## src/rtl/lab5_g7_capture.sv

```systemverilog
// Input-capture unit: measures period and high width of cap_in
// in prescaled ticks, reported through a valid/ack handshake.
module lab5_g7_capture #(
    parameter int CNT_W       = 16,
    parameter int PSC_W       = 5,
    parameter int SYNC_STAGES = 2
) (
    input  logic             clk,
    input  logic             reset,
    input  logic             en,
    input  logic [PSC_W-1:0] psc,
    input  logic             cap_in,
    input  logic             ack,
    output logic [CNT_W-1:0] period,
    output logic [CNT_W-1:0] width,
    output logic             valid,
    output logic             ovf,
    output logic             ovr
);

    typedef enum logic [1:0] {
        IDLE,
        ARMED,
        HIGH,
        LOW
    } state_t;

    localparam logic [CNT_W-1:0] CNT_MAX = '1;
    localparam logic [CNT_W-1:0] CNT_ONE = CNT_W'(1);

    state_t state;
    state_t state_nx;

    logic [SYNC_STAGES-1:0] sync;
    logic                   s_last;
    logic                   s_prev;
    logic                   rise;
    logic                   fall;

    logic [PSC_W-1:0] pc;
    logic             tick;

    logic [CNT_W-1:0] tc;
    logic [CNT_W-1:0] wtmp;
    logic [CNT_W-1:0] cval;
    logic             tc_max;

    logic res_load;
    logic wtmp_load;
    logic ovf_set;
    logic ack_eff;

    assign s_last = sync[SYNC_STAGES-1];
    assign rise   = s_last & ~s_prev;
    assign fall   = ~s_last & s_prev;

    // >= rather than == so a psc lowered below pc still wraps promptly
    assign tick   = en & (pc >= psc);

    assign tc_max = (tc == CNT_MAX);
    assign cval   = tc_max ? CNT_MAX : (tick ? tc + CNT_ONE : tc);

    assign ack_eff = ack & valid;

    // Synchroniser chain plus previous-sample flop for edge detect
    always_ff @(posedge clk) begin
        if (!reset) begin
            sync   <= '0;
            s_prev <= 1'b0;
        end else begin
            sync   <= {sync[SYNC_STAGES-2:0], cap_in};
            s_prev <= s_last;
        end
    end

    // Free-running prescaler, held at zero while disabled
    always_ff @(posedge clk) begin
        if (!reset) begin
            pc <= '0;
        end else if (!en) begin
            pc <= '0;
        end else if (tick) begin
            pc <= '0;
        end else begin
            pc <= pc + PSC_W'(1);
        end
    end

    // Tick counter: cleared on every rise, saturates at all-ones
    always_ff @(posedge clk) begin
        if (!reset) begin
            tc <= '0;
        end else if (!en) begin
            tc <= '0;
        end else if (rise) begin
            tc <= '0;
        end else if (tick && !tc_max) begin
            tc <= tc + CNT_ONE;
        end
    end

    // Width held here until the closing rise completes the period
    always_ff @(posedge clk) begin
        if (!reset) begin
            wtmp <= '0;
        end else if (!en) begin
            wtmp <= '0;
        end else if (wtmp_load) begin
            wtmp <= cval;
        end
    end

    // Measurement state register
    always_ff @(posedge clk) begin
        if (!reset) begin
            state <= IDLE;
        end else begin
            state <= state_nx;
        end
    end

    // Next-state and per-cycle strobes
    always_comb begin
        state_nx  = state;
        res_load  = 1'b0;
        wtmp_load = 1'b0;
        ovf_set   = 1'b0;
        if (!en) begin
            state_nx = IDLE;
        end else begin
            case (state)
                IDLE: begin
                    state_nx = ARMED;
                end
                ARMED: begin
                    if (rise) begin
                        state_nx = HIGH;
                    end
                end
                HIGH: begin
                    if (fall) begin
                        wtmp_load = 1'b1;
                        state_nx  = LOW;
                    end else if (tc_max && tick) begin
                        ovf_set  = 1'b1;
                        state_nx = ARMED;
                    end
                end
                LOW: begin
                    if (rise) begin
                        res_load = 1'b1;
                        state_nx = HIGH;
                    end else if (tc_max && tick) begin
                        ovf_set  = 1'b1;
                        state_nx = ARMED;
                    end
                end
                default: begin
                    state_nx = IDLE;
                end
            endcase
        end
    end

    // Result registers and sticky flags; set events win over ack clear
    always_ff @(posedge clk) begin
        if (!reset) begin
            period <= '0;
            width  <= '0;
            valid  <= 1'b0;
            ovf    <= 1'b0;
            ovr    <= 1'b0;
        end else begin
            if (ack_eff) begin
                valid <= 1'b0;
                ovf   <= 1'b0;
                ovr   <= 1'b0;
            end
            if (res_load) begin
                period <= cval;
                width  <= wtmp;
                valid  <= 1'b1;
                if (valid && !ack) begin
                    ovr <= 1'b1;
                end
            end
            if (ovf_set) begin
                ovf <= 1'b1;
            end
        end
    end

endmodule

```

## config.mk

```make
export PLATFORM = sky130hd
export DESIGN_NAME = lab5_g7_capture
export DESIGN_NICKNAME = d
export VERILOG_FILES = /design/src/rtl/lab5_g7_capture.sv
export SDC_FILE = /design/constraint.sdc
export NUM_CORES = 1
export LEC_CHECK = 0
export ABC_AREA = 1
export CAP_MARGIN = 10
export CORE_ASPECT_RATIO = 0.6
export CORE_UTILIZATION = 40
export DETAILED_ROUTE_END_ITERATION = 8
export GPL_TIMING_DRIVEN = 0
export HOLD_SLACK_MARGIN = 0.06
export PLACE_DENSITY = 0.69
export SYNTH_ARGS = -nofsm -noshare
export SYNTH_HDL_FRONTEND = slang
export SYNTH_SLANG_ARGS = --single-unit
```

## constraint.sdc

```tcl
create_clock -name clk -period 3.8 [get_ports clk]
set_input_delay 0.95 -clock clk [delete_from_list [all_inputs] [get_ports clk]]
set_output_delay 0.95 -clock clk [all_outputs]
set_load 0.005 [all_outputs]
```

Word level (Yosys, flattened, before mapping) --
Cells that the tools add are included.
Word-level totals: bits in registers 77, bits of input ports 10, output and inout port bits 35, word-level logic and storage cells 62
Cells by class: $add $sub $neg 2, magnitude comparators 1, equality and inequality tests 5, mux-type cells 24, bitwise logic cells 8, reduce and logical (&&, ||, !) cells 11
Operator list (count):
- $mux W16 | 2
- $add A16 B1 Y16 const B | 1
- $eq A16 B16 Y1 const B | 1
- $mux W1 | 16
- $mux W2 | 4
- $pmux W2 S4 | 1
- $reduce_or A3 Y1 | 2
- $add A5 B1 Y5 const B | 1
- $ge A5 B5 Y1 | 1
- $and A1 B1 Y1 | 4
- $eq A2 B2 Y1 const B | 2
- $not A1 Y1 | 4
- $reduce_bool A2 Y1 | 2
- $logic_and A1 B1 Y1 | 3
- $eq A2 B1 Y1 const B | 1
- $logic_not A1 Y1 | 2
- $logic_not A2 Y1 | 1
- $ne A2 B2 Y1 const B | 1
- $pmux W1 S2 | 1
- $reduce_and A2 Y1 | 1

Logic depth before layout (Yosys ltp) --
Gate-level depths: netlist of run 1.
word-level depth 8, mapped depth 12, depth with buffers taken out 12

Least setup slack after synthesis of run 1 --
No wires, ideal clock.
kind input port to flip-flop, start input port psc[4], end register wtmp[15], library setup time 0.109 ns, data arrival time 2.166 ns, required time 3.691 ns, path slack 1.525 ns, cell stages on the path 12, path buffers 0, path through inv_1 ha_1 nand2_1 inv_1 a21oi_1 nand2_1 nand2_1 nor2_2 nand2_1 nand3_1 nand2_1 inv_1
Between the ends: cells in the longest elaborated chain, start to end 4
RTL lines:
- start, declared | RTL line 11 | input logic [PSC_W-1:0] psc,
- $ge A5 B5 Y1 | RTL line 58 | assign tick = en & (pc >= psc);
- $and A1 B1 Y1 | RTL line 58
- $mux W16 (2 in a row) | RTL line 61 | assign cval = tc_max ? CNT_MAX : (tick ? tc + CNT_ONE : tc);
- end signal, assigned | RTL line 109 | wtmp <= cval;
- end, declared | RTL line 44 | logic [CNT_W-1:0] wtmp;
Every way passes these cells. A chain may end at the register's enable or synchronous reset.

Worst setup path in the final report of run 1 --
start input port psc[4], end register period[2]
Between the ends: cells in the longest elaborated chain, start to end 4
RTL lines:
- $ge A5 B5 Y1 | RTL line 58
- $and A1 B1 Y1 | RTL line 58
- $mux W16 (2 in a row) | RTL line 61
- end signal, assigned | RTL line 180 | period <= cval;
- end, declared | RTL line 14 | output logic [CNT_W-1:0] period,
Every way passes these cells.

==> results.cfg, run 1 <==
[floorplanning]
core_area_um2 = 8520
rows = 26
die-width_um = 123
io_pins = 45
fp.dieH_um = 74.6
start_util = 0.413
design.die.area_um2 = 9180

[critical_path]
setup.worst_path.end_class = flop
crit_slowest_cell = a21oi_1
regToRegSetupSlack_ns = 1.71
arrival_ns = 3.13
path_class = primary input to flop
r2r-start = pc[2]$_SDFF_PP0_
path_buf_inv = 3
startpoint_type = primary input
worstPathMaxFanout = 9
worstPathRequired_ns = 4.08
critPathMostFrequentCell = nand2_1
crit_family = simple AND/OR/NAND/NOR gates
cpPeakStageDelay_ns = 0.67
worstPathCellList = clkdlybuf4s50_1 -> inv_1 -> ha_1 -> nand2_1 -> nor2_1 -> nand3_1 -> a21oi_1 -> nand2_1 -> nand3_1 -> nand2_1 -> inv_1
r2r.worst_path.cells = 9
rr_endpoint = period[2]$_SDFFE_PN0P_

[placed_design]
dp_hpwl_um = 6520
dp.cells = 677
port_buffers = 43
gp_congestion = 0.892
place_area_um2 = 4090
pre_cts_ws_ns = 0.613

[yosys]
ys_ff_latch = 77
yosys_warnings = 0
synth_top_family_by_area = simple AND/OR/NAND/NOR gates
syn-cell-area_um2 = 3520
synth_seq_area_share = 0.438
yosysTopAreaCell = dfxtp_1
syn-num-nets = 539
yosysTopAreaCellShare = 0.438
synthCells = 522
avgSynthCellArea_um2 = 6.74
synthAdderAreaFrac = 0.0249
synthMuxAreaShare = 0
yosys-top-cells-area = dfxtp_1 (44%), nor2_1 (13%), nand2_1 (12%)
synth_compound_area_frac = 0.0690
synth-xor-area-share = 0.0274
ys_types = 26
yosys.area_share.simple = 0.344

[cts]
hold_buffers = 0
cts_tree = done
cts-root-buf = clkbuf_16
cts-resized-gates = 0
h-tree-depth = 3
cts_buffers = 9
clk_latency_ns = 0.33
cts_setup_buffers = 0
ctsLongestPathBuffers = 2
cts_sinks = 77
clk_pin_slew_ns = 0.06

[sta]
holdWs_ns = 0.431
worst_pin_slew_ns = 0.811
worst_slack_ns = 0.949
fin_crit_ns = 2.85
timing.setup.tns_ns = 0
timing.fmax_ghz = 0.351
skew_ns = 0.00464
rsz0062_at_grt = no
drv_slew = 0
setup_violations = 0
max_slew_margin = 0.459
hold_viol_final = 0
finalCritPeriodShare = 0.750

[power]
vdd_drop_max_v = 0.000198
p_leak_nw = 1.91
fin_total_pwr_mw = 1.84
power_density_nw_per_um2 = 415

[run]
maxCapViolations = 0

[drt]
vias = 3338
drt-pass1-iter-count = 5
first_iter_violations = 257
drt_wl_total_um = 8660
ant_nets = 0
drc = 0
wire_per_inst_um = 12.5
via_per_inst = 4.82

[global_route]
grt_pass1_vias = 2968
grt_max_degree = 13
grt_pass1_wl_um = 14000
antenna_found_initial = 0
overflow = 0
grtUsageTotal = 0.204

[min_path]
min-delay-path-class = flop to flop
hold_depth = 2
hold_start = sync[0]$_SDFF_PN0_
holdPathEnd = sync[1]$_SDFF_PN0_

[final_layout]
syn_to_final_growth_pct = 25.9
final_util = 0.520
final_area_um2 = 4430
diodes = 0
instances_no_fill = 693
drive_above_1_share = 0.0568
nets = 593
nFillCells = 851

[status]
outcome = finished clean
## layer usage
metal  vias to the layer above  routed length [um]  share of wire  GRT usage
met2                       103                3610           0.42      0.315
met4                         0                  99          0.011     0.0669
met5                         -                   0              0          0
met3                        12                 762          0.088     0.0508
met1                      1495                4190           0.48      0.281
li1                       1728                   -              -          -
## final cells by class
| class | count | area (um2) | share of cell area |
|---|---|---|---|
| clock inverters | 4 | 95.1 | 0.0215 |
| well taps | 112 | 140 | 0.0316 |
| plain buffers | 16 | 78.8 | 0.0178 |
| repair buffers | 43 | 430 | 0.0972 |
| clock buffers | 12 | 246 | 0.0557 |
| multi-input cells | 360 | 1640 | 0.370 |
| flip-flops and latches | 77 | 1540 | 0.348 |
| inverters | 69 | 259 | 0.0585 |
## state kept, by name, indices dropped and copies added, names as in the netlist, named ones only
| register | cells |
|---|---|
| state | 2 |
| width | 16 |
| valid | 1 |
| s_prev | 1 |
| pc | 5 |
| period | 16 |
| ovf | 1 |
| tc | 16 |
| wtmp | 16 |
| sync | 2 |
## cells in the mapped netlist (all sizes together)
cell    count
a31oi       2
inv        68
xor2        7
nor3        2
o21ai      23
nand4       7
buf         9
clkbuf      7
clkinv      1
xnor2       4
nand3      42
ha          7
dfxtp      77
nor2      125
nand2     118
a21oi      23
## worst reg2reg max path: stages, from the launching register on
cell,delay [ns]
dfxtp_1,0.35
ha_1,0.31
inv_1,0.04
nor2_1,0.09
nand3_1,0.09
a21oi_1,0.67
nand2_1,0.20
nand3_1,0.18
nand2_1,0.07
inv_1,0.05
## power by group
| part | switching [mW] | total (mW) | leakage (nW) | internal, mW |
|---|---|---|---|---|
| Combinational | 0.0348 | 0.0537 | 1.12 | 0.0189 |
| Clock | 0.311 | 0.969 | 0.167 | 0.658 |
| Sequential | 0.00332 | 0.815 | 0.621 | 0.811 |
## cell families after synthesis
family	Yosys count
XOR/XNOR	11
AO/OA/AOI/OAI	48
buffers and inverters	85
AND/OR/NAND/NOR	294
adder cells (fa/ha/maj)	7
flip-flops	77
## worst max path at each step
stage                 from                 endpoint  slack (ns)  depth (start not counted)
global placement    psc[4]  period[14]$_SDFFE_PN0P_        0.64                         11
global route        psc[4]   period[2]$_SDFFE_PN0P_        0.70                         11
CTS                 psc[4]  period[14]$_SDFFE_PN0P_        0.95                         11
detailed placement  psc[4]  period[14]$_SDFFE_PN0P_        0.61                         11
floorplan           psc[4]    wtmp[15]$_SDFFE_PN0P_        1.53                         12
finish              psc[4]   period[2]$_SDFFE_PN0P_        0.95                         11
## placed cells by master, fill, tap and decap left out, drive strengths merged
master         Yosys  routed
inv               68      68
xnor2              4       4
clkdlybuf4s50      0      43
nand3             42      42
o21ai             23      23
ha                 7       7
buf                9       9
nor2             125     125
nand4              7       7
nand2            118     118
a31oi              2       2
dfxtp             77      77
a21oi             23      23
nor3               2       2
clkinv             1       2
clkbuf             7      19
bufinv             0       3
xor2               7       7
Power figures use the tool's default switching activity.
==> inputs of run 2 (changes only) <==
==> constraint.sdc (replaced) <==
create_clock -name clk -period 2.9 [get_ports clk]
set_input_delay 0.725 -clock clk [delete_from_list [all_inputs] [get_ports clk]]
set_output_delay 0.725 -clock clk [all_outputs]
set_load 0.005 [all_outputs]
==> results of run 2 <==
Same layout as run 1 (identical final DEF). Status: finished clean.
Among the figures that moved: setup slack after placement 0.613 ns -> -0.0619 ns; setup slack after layout 0.949 ns -> 0.274 ns; register-to-register setup slack 1.71 ns -> 0.81 ns; total power 1.84 mW -> 2.41 mW; worst IR drop on VDD 0.000198 V -> 0.000259 V
==> inputs of run 3 (changes only) <==
--- a/config.mk
+++ b/config.mk
@@ -13,6 +13,7 @@
 export GPL_TIMING_DRIVEN = 0
 export HOLD_SLACK_MARGIN = 0.06
 export PLACE_DENSITY = 0.69
+export SETUP_SLACK_MARGIN = 0.1
 export SYNTH_ARGS = -nofsm -noshare
 export SYNTH_HDL_FRONTEND = slang
 export SYNTH_SLANG_ARGS = --single-unit
==> constraint.sdc (replaced) <==
create_clock -name clk -period 2.5 [get_ports clk]
set_input_delay 0.625 -clock clk [delete_from_list [all_inputs] [get_ports clk]]
set_output_delay 0.625 -clock clk [all_outputs]
set_load 0.005 [all_outputs]
==> results.cfg, run 3 (same netlist as run 1, synthesis figures left out) <==
[status]
outcome = finished clean

[power]
fin_total_pwr_mw = 2.81
p_leak_nw = 1.93
power_density_nw_per_um2 = 625
vdd_drop_max_v = 0.000302

[critical_path]
startpoint_type = primary input
arrival_ns = 2.47
setup.worst_path.end_class = flop
path_class = primary input to flop
worstPathMaxFanout = 10
worstPathRequired_ns = 2.73

[final_layout]
final_util = 0.527
drive_above_1_share = 0.0670
nFillCells = 845
diodes = 0
syn_to_final_growth_pct = 27.7
nets = 594
final_common_cell = nor2_1
instances_no_fill = 694
layout_common_cells = nor2_1 (121), nand2_1 (115), dfxtp_1 (77)

[sta]
drv_slew = 0
hold_viol_final = 0
worst_pin_slew_ns = 0.625
max_slew_margin = 0.583
worst_slack_ns = 0.259
fin_crit_ns = 2.24
skew_ns = 0.00400
setup_violations = 0
rsz0062_at_grt = no
timing.setup.tns_ns = 0
finalCritPeriodShare = 0.896
timing.fmax_ghz = 0.446

[global_route]
overflow = 0
grt_max_degree = 13
antenna_found_initial = 0
grtUsageTotal = 0.205
grt_pass1_wl_um = 14100
grt_pass1_vias = 2971

[placed_design]
dp_hpwl_um = 6520
pre_cts_ws_ns = -0.362
gp_congestion = 0.892
port_buffers = 43
dp.cells = 677

[floorplanning]
design.die.area_um2 = 9180
rows = 26
start_util = 0.413
core_area_um2 = 8520
io_pins = 45
fp.dieH_um = 74.6
die-width_um = 123

[min_path]
min-delay-path-class = flop to flop

[drt]
drt_wl_total_um = 8760
wire_per_inst_um = 12.6
drt-pass1-iter-count = 5
vias = 3356
drc = 0
first_iter_violations = 276
via_per_inst = 4.84
ant_nets = 0

[cts]
clk_pin_slew_ns = 0.06
hold_buffers = 0
clk_latency_ns = 0.33
h-tree-depth = 3
cts_tree = done
cts_sinks = 77
cts-root-buf = clkbuf_16
ctsLongestPathBuffers = 2
cts_buffers = 9

[run]
maxCapViolations = 0
==> run 3: worst paths after layout <==
check	cells past startpoint	endpoint	slack, ns	from
setup reg to reg	9	ovf$_SDFFE_PN0P_	0.61	tc[0]$_SDFFE_PP0P_
hold reg to reg	2	sync[1]$_SDFF_PN0_	0.43	sync[0]$_SDFF_PN0_
setup / recovery	13	period[2]$_SDFFE_PN0P_	0.26	psc[4]
hold / removal	2	sync[1]$_SDFF_PN0_	0.43	sync[0]$_SDFF_PN0_
==> run 3: routing by layer <==
metal | track usage | share of wire
met3 | 0.0508 | 0.066
met1 | 0.281 | 0.50
met2 | 0.318 | 0.42
met5 | 0 | 0
met4 | 0.0669 | 0.013
==> run 3: per-stage QoR <==
step | cell area, um2 | hold slack (ns)
after floorplan | 3520 | 0.390
after global placement | 4090 | 0.406
after detailed placement | 4090 | 0.406
after CTS | 4440 | 0.431
after global routing | 4490 | 0.461
final | 4490 | 0.433
==> run 3: cell type report <==
type	instances	area, um2	area share
Multi-Input combinational cell	360	1690	0.377
Clock inverter	4	95.1	0.0212
Inverter	69	259	0.0577
Sequential cell	77	1540	0.343
Timing Repair Buffer	44	438	0.0975
Buffer	16	78.8	0.0176
Tap cell	112	140	0.0312
Clock buffer	12	246	0.0549
==> run 3: repair_timing <==
action	4_1_cts	5_1_grt
buffers inserted	0	1
pin swaps	0	1
endpoints found under the setup margin	29	41
gates resized for setup	3	8
==> run 3: report_power, final <==
group	internal [mW]	switching [mW]
logic	0.0307	0.0573
clock network	1.00	0.481
registers	1.23	0.00503
==> run 3: worst max-delay path: stages <==
cell,delay [ns]
clkdlybuf4s50_1,0.45
inv_1,0.04
ha_1,0.28
nand2_1,0.06
nor2_1,0.11
nand3_2,0.14
nand2_4,0.14
nand3_4,0.11
buf_6,0.17
nand2_1,0.09
nand3_1,0.12
nand2_1,0.10
inv_1,0.04
